$ cat src/rtl/expr_pkg.sv
// rtl/expr_pkg.sv - field layout constants, layout functions and FSM state type for the expression result unpacker
//
// Purpose: the packed word holds 18 fields {y0..y17}, y0 at the MSBs. Field i is
//          4 + (i % 3) bits wide and signed when (i / 3) is odd. Every group of
//          three fields spans 15 bits.
// Ports:   none (package)
// Config:  none here; the checksum beat is selected by EXPR_UNPACK_CHECKSUM_EN in the top.

package expr_pkg;

  localparam int unsigned EXPR_Y_W        = 90;
  localparam int unsigned EXPR_NUM_FIELDS = 18;

  typedef enum logic {
    ST_IDLE = 1'b0,
    ST_EMIT = 1'b1
  } expr_state_t;

  function automatic int unsigned field_w(input int unsigned i);
    return 4 + (i % 3);
  endfunction

  // Bits above field i are whole 15-bit groups plus the narrower siblings
  // that precede it inside its own group (0, 4 or 4+5 bits).
  function automatic int unsigned field_lsb(input int unsigned i);
    int unsigned above;
    above = 15 * (i / 3) + ((i % 3 == 0) ? 0 : ((i % 3 == 1) ? 4 : 9));
    return EXPR_Y_W - above - field_w(i);
  endfunction

  function automatic bit field_signed(input int unsigned i);
    return ((i / 3) % 2) == 1;
  endfunction

endpackage

$ cat src/rtl/expr_field_extract.sv
// rtl/expr_field_extract.sv - combinational selection and extension of one field of the packed word
//
// Purpose: picks field idx out of the holding register and sign- or zero-extends
//          it to OUT_W bits. idx values outside 0..17 yield zero.
// Ports:   hold [89:0]      holding register contents
//          idx  [4:0]       field index
//          ext  [OUT_W-1:0] extended field value
// Config:  none.

module expr_field_extract
  import expr_pkg::*;
#(
  parameter int OUT_W = 8
) (
  input  logic [EXPR_Y_W-1:0] hold,
  input  logic [4:0]          idx,
  output logic [OUT_W-1:0]    ext
);

  logic [5:0] mask;
  logic [5:0] raw;
  logic       neg;

  always_comb begin
    mask = '0;
    raw  = '0;
    neg  = 1'b0;
    ext  = '0;
    if (32'(idx) < EXPR_NUM_FIELDS) begin
      mask = 6'((32'd1 << field_w(32'(idx))) - 32'd1);
      raw  = 6'(hold >> field_lsb(32'(idx))) & mask;
      neg  = field_signed(32'(idx)) && raw[3'(field_w(32'(idx)) - 1)];
      ext  = OUT_W'(raw);
      // Negative signed field: fill every bit above the field width with ones.
      if (neg) begin
        ext = ext | ~OUT_W'(mask);
      end
    end
  end

endmodule

$ cat src/rtl/expr_result_unpacker.sv
// rtl/expr_result_unpacker.sv - streams the 18 fields of a packed expression result, one extended field per beat
//
// Purpose: accepts a 90-bit packed word in IDLE, then emits fields 0..17 over a
//          valid/ready stream, one per handshake, with out_last on the final beat.
// Ports:   clk, rst (async, active-high)
//          in_valid/in_ready/in_data[89:0]   packed word input
//          out_valid/out_ready/out_data[OUT_W-1:0]/out_idx[4:0]/out_last   field stream
// Config:  EXPR_UNPACK_CHECKSUM_EN adds a beat with out_idx 18 carrying the sum,
//          modulo 2^OUT_W, of the 18 extended field values.

module expr_result_unpacker
  import expr_pkg::*;
#(
  parameter int OUT_W = 8
) (
  input  logic                clk,
  input  logic                rst,
  input  logic                in_valid,
  output logic                in_ready,
  input  logic [EXPR_Y_W-1:0] in_data,
  output logic                out_valid,
  input  logic                out_ready,
  output logic [OUT_W-1:0]    out_data,
  output logic [4:0]          out_idx,
  output logic                out_last
);

`ifdef EXPR_UNPACK_CHECKSUM_EN
  localparam logic [4:0] LAST_IDX = 5'd18;
`else
  localparam logic [4:0] LAST_IDX = 5'd17;
`endif

  expr_state_t         state;
  logic [EXPR_Y_W-1:0] hold;
  logic [4:0]          idx;
  logic [OUT_W-1:0]    field;

  expr_field_extract #(
    .OUT_W (OUT_W)
  ) u_extract (
    .hold (hold),
    .idx  (idx),
    .ext  (field)
  );

  assign out_idx = idx;

`ifdef EXPR_UNPACK_CHECKSUM_EN
  logic [OUT_W-1:0] acc;

  // Cleared on acceptance, accumulates each field as it is handshaken.
  always_ff @(posedge clk or posedge rst) begin
    if (rst) begin
      acc <= '0;
    end else if (state == ST_IDLE && in_valid && in_ready) begin
      acc <= '0;
    end else if (state == ST_EMIT && out_ready && idx != LAST_IDX) begin
      acc <= acc + field;
    end
  end

  assign out_data = (idx == LAST_IDX) ? acc : field;
`else
  assign out_data = field;
`endif

  // out_data follows hold/idx, both registers, so it is stable while stalled
  // and returns to zero as soon as rst clears them.
  always_ff @(posedge clk or posedge rst) begin
    if (rst) begin
      state     <= ST_IDLE;
      hold      <= '0;
      idx       <= '0;
      in_ready  <= 1'b1;
      out_valid <= 1'b0;
      out_last  <= 1'b0;
    end else begin
      case (state)
        ST_IDLE: begin
          if (in_valid && in_ready) begin
            hold      <= in_data;
            idx       <= '0;
            state     <= ST_EMIT;
            in_ready  <= 1'b0;
            out_valid <= 1'b1;
            out_last  <= 1'b0;
          end
        end
        ST_EMIT: begin
          if (out_ready) begin
            if (idx == LAST_IDX) begin
              state     <= ST_IDLE;
              in_ready  <= 1'b1;
              out_valid <= 1'b0;
              out_last  <= 1'b0;
            end else begin
              idx      <= idx + 5'd1;
              out_last <= (idx + 5'd1 == LAST_IDX);
            end
          end
        end
        default: state <= ST_IDLE;
      endcase
    end
  end

endmodule
$ cat config.mk
export PLATFORM = sky130hd
export DESIGN_NAME = expr_result_unpacker
export DESIGN_NICKNAME = d
export VERILOG_FILES = /design/src/rtl/expr_pkg.sv /design/src/rtl/expr_field_extract.sv /design/src/rtl/expr_result_unpacker.sv
export SDC_FILE = /design/constraint.sdc
export NUM_CORES = 1
export LEC_CHECK = 0
export CAP_MARGIN = 20
export CORE_ASPECT_RATIO = 1.2
export CORE_UTILIZATION = 47
export CTS_BUF_LIST = sky130_fd_sc_hd__clkbuf_16
export DETAILED_ROUTE_END_ITERATION = 8
export PLACE_DENSITY = 0.68
export SKIP_CTS_REPAIR_TIMING = 1
export SLEW_MARGIN = 10
export SYNTH_ARGS = -nofsm -noshare
export SYNTH_HDL_FRONTEND = slang
export SYNTH_SLANG_ARGS = --single-unit
$ cat constraint.sdc
create_clock -name clk -period 14.5 [get_ports clk]
set_input_delay 2.9 -clock clk [delete_from_list [all_inputs] [get_ports clk]]
set_output_delay 2.9 -clock clk [all_outputs]
set_load 0.05 [all_outputs]
==> After elaboration in Yosys (flattened, before gate mapping) <==
Index checks and enable logic that the tools add are counted.
{ "totals": {"regBits": 99, "elab_cells": 63, "input_bits": 94} }
{ "classes": {"n_reduce_logical": 7, "n_eq_ne": 7, "mux": 25, "div_mod_pow": 2, "n_shift": 2, "mul": 1, "magnitude_cmp": 2, "n_addsub": 7, "bitwise": 4} }
{ "ops": {"columns": ["op", "n"], "rows": [
  ["right shift 90 x 32 -> 6 bit", 1],
  ["adder 3 x 32 -> 32 bit, first input constant", 1],
  ["adder 32 bit", 1],
  ["divider 5 x 2 -> 32 bit, second input constant", 1],
  ["== test 32 x 1 -> 1 bit, second input constant", 1],
  ["zero test 32 bit", 1],
  ["remainder unit 5 x 2 -> 32 bit, second input constant", 1],
  ["multiplier 4 x 32 -> 32 bit, first input constant", 1],
  ["two-way mux 32 bit", 1],
  ["<< shifter 1 x 32 -> 6 bit, first input constant", 1],
  ["subtractor 32 bit", 1],
  ["subtractor 7 x 32 -> 32 bit, first input constant", 1],
  ["two-way mux 8 bit", 2],
  ["two-way mux 5 bit", 3],
  ["two-way mux 1 bit", 12],
  ["== test 5 bit, second input constant", 2],
  ["one-hot mux 5 bit (2 select lines)", 1],
  ["NOT 6 -> 8 bit", 1],
  ["bitwise OR 6 x 8 -> 8 bit", 1],
  ["one-hot mux 1 bit (2 select lines)", 4],
  ["AND 6 bit", 1],
  ["inequality test 2 bit, second input constant", 3],
  ["AND reduction 3 bit", 2],
  ["subtractor 6 x 1 -> 6 bit, second input constant", 1],
  ["10 further kinds", 12]
]} }

==> Longest topological paths before layout <==
{ "logic_depth": {"word_depth": 14, "depth_mapped": 46} }

==> By module <==
From an unflattened synthesis, not the netlist that was laid out.
{ "unflattened": {"hier_cells": 1139, "area_unflattened_um2": 11090.6} }
{ "by_module_without_submodules": {"columns": ["mod", "cells_each", "n_inst", "area_each_um2"], "rows": [
  ["expr_field_extract", 890, 1, 7189.4],
  ["expr_result_unpacker", 249, 1, 3901.2]
]} }

==> Least setup slack after synthesis <==
Ideal clock, no wire load.
{ "synth_path": {"path_kind": "register to output", "startpoint": "register idx[3], in the netlist out_idx[3]", "endpoint": "output out_data[4]", "path_stages_with_launch": 41, "t_required_ns": 11.600, "arrival_time_ns": 10.737, "setup_slack_ns": 0.863, "path_cell_list": "dfrtp_1 buf_6 clkbuf_1 clkbuf_1 ha_1 nand3b_1 nand2_2 nand2_1 ha_1 clkbuf_8 a221o_1 a21o_2 inv_1 xnor2_1 ha_1 inv_1 o21a_1 a31oi_1 [5 not listed] fa_1 fa_1 ha_1 ha_1 inv_1 fa_1 nor2b_1 o2111ai_1 a2111oi_2 o311ai_1 o211ai_1 a21oi_1 nor3_1 o2111ai_1 nor4_1 o211ai_1 o21a_2 o31ai_1"} }
{ "synth_via": {"elab_chain_len": 14} }
{ "synth_rtl": {"columns": ["item", "line_no", "text"], "rows": [
  ["start: declaration", "expr_result_unpacker.sv:36", "logic [4:0] idx;"],
  ["start signal: assignment", "expr_result_unpacker.sv:98", "idx <= idx + 5'd1;"],
  ["branches (longest 13 deep; another with divider 5 x 2 -> 32 bit)", null, null],
  ["two-way mux 8 bit (*)", "expr_field_extract.sv:29", "if (32'(idx) < EXPR_NUM_FIELDS) begin"],
  ["end: declaration", "expr_result_unpacker.sv:23", "output logic [OUT_W-1:0] out_data,"]
]} }
Every way passes the cells marked *. The select of a mux whose other input is x is not followed.

==> Worst setup path in the final report <==
{ "layout_path": {"startpoint": "register idx[4], in the netlist out_idx[4]", "endpoint": "output out_data[5]"} }
The elaborated chain is that of the path after synthesis.

==> summary.txt <==
Clock network
  – CTS root buffer: clkbuf_16
  – CTS tree: built
  – Clock Path Buffers: 2
  – Worst skew pair latency: 360 ps
  – Sink Count: 99
  – H-tree levels: 3
  – Cts bufs inserted: 9
  – Clock slew at reported path FFs: 70 ps

Routing
  – Vias per cell: 6.16
  – Antenna Nets Post-Route: 0
  – TritonRoute pass-1 iters: 6
  – Residual DRC: 0
  – Vias: 9847
  – Drt wl/cell: 18.8 um
  – WL final: 30100 um
  – Initial DRC count: 789

Global route
  – Largest net degree at the start of global routing: 79
  – Vias in the first global route: 9678
  – Global-route wire length before repair: 49500 um
  – Total gr overflow: 0
  – Initial antenna violation count: 0
  – GRT Total Usage: 25.7%

STA
  – Finish-stage setup viols: 0
  – Clk_skew: 9.93 ps
  – Hold violation count in the final report: 0
  – Final period utilization: 94.8%
  – Worst setup margin: 753 ps
  – Final Critical Period: 13750 ps
  – Fmax: 72.7 MHz
  – Final Max Slew Viols: 0
  – Worst-margin pin slew: 993 ps
  – Slew headroom: 33.8%
  – RSZ-0062 raised after global routing: no
  – Post-Route Setup TNS: 0 ps

Floorplan
  – Die Area: 24700 sq um
  – Die Span Y: 172 um
  – Starting Density: 48.4%
  – Num rows: 61
  – IO Count: 110
  – Placeable Area: 23400 sq um
  – DIE WIDTH: 144 um

Final layout
  – Finished Layout Cells: 1599
  – Most frequent cells in the layout: 111 x mux2_2, 101 x clkdlybuf4s50_1, 98 x dfrtp_1
  – Final design utilization: 55.1%
  – Layout net count: 1453
  – Layout cells sized above 1: 19.9%
  – Area growth, synth to finish: 13.9%
  – ANT cells: 0
  – Commonest non-fill, non-tap cell in the layout: mux2_2

Power and ir drop
  – Total power: 558 uW
  – LEAKAGE: 5.81 nW
  – Combinational power share: 5.7%
  – P_sw: 111 uW
  – Cell Pwr Density: 43.4 nW/um^2
  – P_int: 447 uW
  – Register share of total power: 49.5%
  – Switching share of power: 19.9%
  – Max VDD drop: 0.0705 mV
  – Power share of the clock group: 44.8%

Logic synthesis
  – Main flop type after synthesis: dfrtp_1
  – Syn Nets: 1391
  – Warnings from Yosys: 0
  – Mapped Area: 11300 sq um
  – FF+latch count, synth: 99
  – Mean Syn Cell Area: 9.28 sq um
  – Post-synthesis async set-or-reset flop share: 100%
  – Synth Instances: 1217
  – Post-synthesis cell type count: 100
  – Number of synthesized flops with an enable pin: 0
  – Post-synthesis sequential area ratio: 21.9%

Placement
  – Dpl hpwl: 23800 um
  – Dpl ws: 588 ps
  – Gp weighted congestion: 0.956
  – PortBufs: 109
  – Placed Instances: 1583

Critical path
  – WP buf/inv: 6
  – CP top delay family: adder cells
  – Crit Path Class: flop to primary output
  – Type of origin of the critical path: flop
  – Top cell by count, worst path: ha_1
  – Worst Path Required: 11600 ps
  – Worst Path Max Fanout: 21
  – Worst path slowest cell: fa_1
  – Setup crit end kind: primary output
  – CP peak stage delay: 520 ps
  – Data arrival, critical path: 10850 ps

Outcome
  – Status: finished, final reports clean

Run
  – MaxCap Viol Count: 0

Hold path
  – Min-Delay Path Class: flop to flop
[layout make-up]
| type | instances | area, sq um |
|---|---|---|
| Clock inverter | 7 | 80.1 |
| Sequential cell | 99 | 2480 |
| Clock buffer | 9 | 225 |
| Tap cell | 315 | 394 |
| Timing Repair Buffer | 128 | 1220 |
| Fill cell | 2130 | 10500 |
| Inverter | 73 | 277 |
| Multi-Input combinational cell | 968 | 8200 |
[path summary, 6_finish.rpt]
kind / to / depth (start not counted) / slack [ps] / from
min in group asynchronous: hold[1] / 2 / 2920 / rst
worst min-delay path: hold[0] / 1 / 520 / hold[0]
worst max register to register: hold[33] / 3 / 12010 / state
worst min register to register: hold[0] / 1 / 520 / hold[0]
worst max-delay path: out_data[5] / 38 / 750 / out_idx[4]
max in group asynchronous: hold[25] / 3 / 10430 / rst
[sequential cells by signal, summed over array words and instances, names as in the netlist]
signal,count
in_ready,1
hold,90
state,1
out_last,1
out_valid,1
out_idx,5
[synth_stat cells, drive strengths merged, types with 13 or more instances]
| master | count | share of area (%) |
|---|---|---|
| nor3 | 13 | 0.58 |
| mux2i | 55 | 4.9 |
| a211oi | 20 | 1.5 |
| o211ai | 17 | 1.2 |
| o21a | 23 | 1.6 |
| buf | 29 | 1.4 |
| nand4 | 15 | 0.83 |
| mux2 | 112 | 11 |
| ha | 67 | 7.4 |
| inv | 73 | 2.4 |
| a21oi | 92 | 4.1 |
| nor2b | 17 | 0.96 |
| nand3 | 33 | 1.5 |
| nor2 | 83 | 2.8 |
| mux4 | 56 | 11 |
| dfrtp | 98 | 22 |
| fa | 13 | 2.3 |
| and3 | 16 | 0.89 |
| clkbuf | 48 | 2.0 |
| o21ai | 69 | 3.1 |
| a21o | 13 | 0.90 |
| nand2 | 86 | 2.9 |
[per-layer routing]
layer / vias up / GRT usage (%) / wire length, um
li1: 4694 / - / -
met1: 4794 / 31.2 / 12600
met2: 279 / 45.7 / 15400
met3: 80 / 2.78 / 944
met4: 0 / 11.0 / 1110
met5: - / 0 / 0
[cell families after synthesis]
group           synth area share, %
buf+inv                        5.79
compound gates                 18.9
flops                          21.9
simple gates                   14.8
xor+xnor                       1.63
fa+ha+maj                      9.72
mux                            27.2
[through the flow]
stage          hold slack [ps]  instance area [sq um]
6_report                   516                  12900
5_1_grt                    549                  12900
4_1_cts                    521                  12900
3_5_place_dp               507                  12600
3_3_place_gp               506                  12600
2_1_floorplan              474                  11300
[power groups by stage]
stage | Clock (mW) | Sequential [mW] | Combinational (mW)
4_1_cts | 0.256 | 0.276 | 0.0325
6_report | 0.250 | 0.276 | 0.0316
3_3_place_gp | 0 | 0.281 | 0.0323
2_1_floorplan | 0 | 0.281 | 0.00436
5_1_grt | 0.265 | 0.276 | 0.0345
3_5_place_dp | 0 | 0.281 | 0.0322
(Power assumes the default switching activity.)
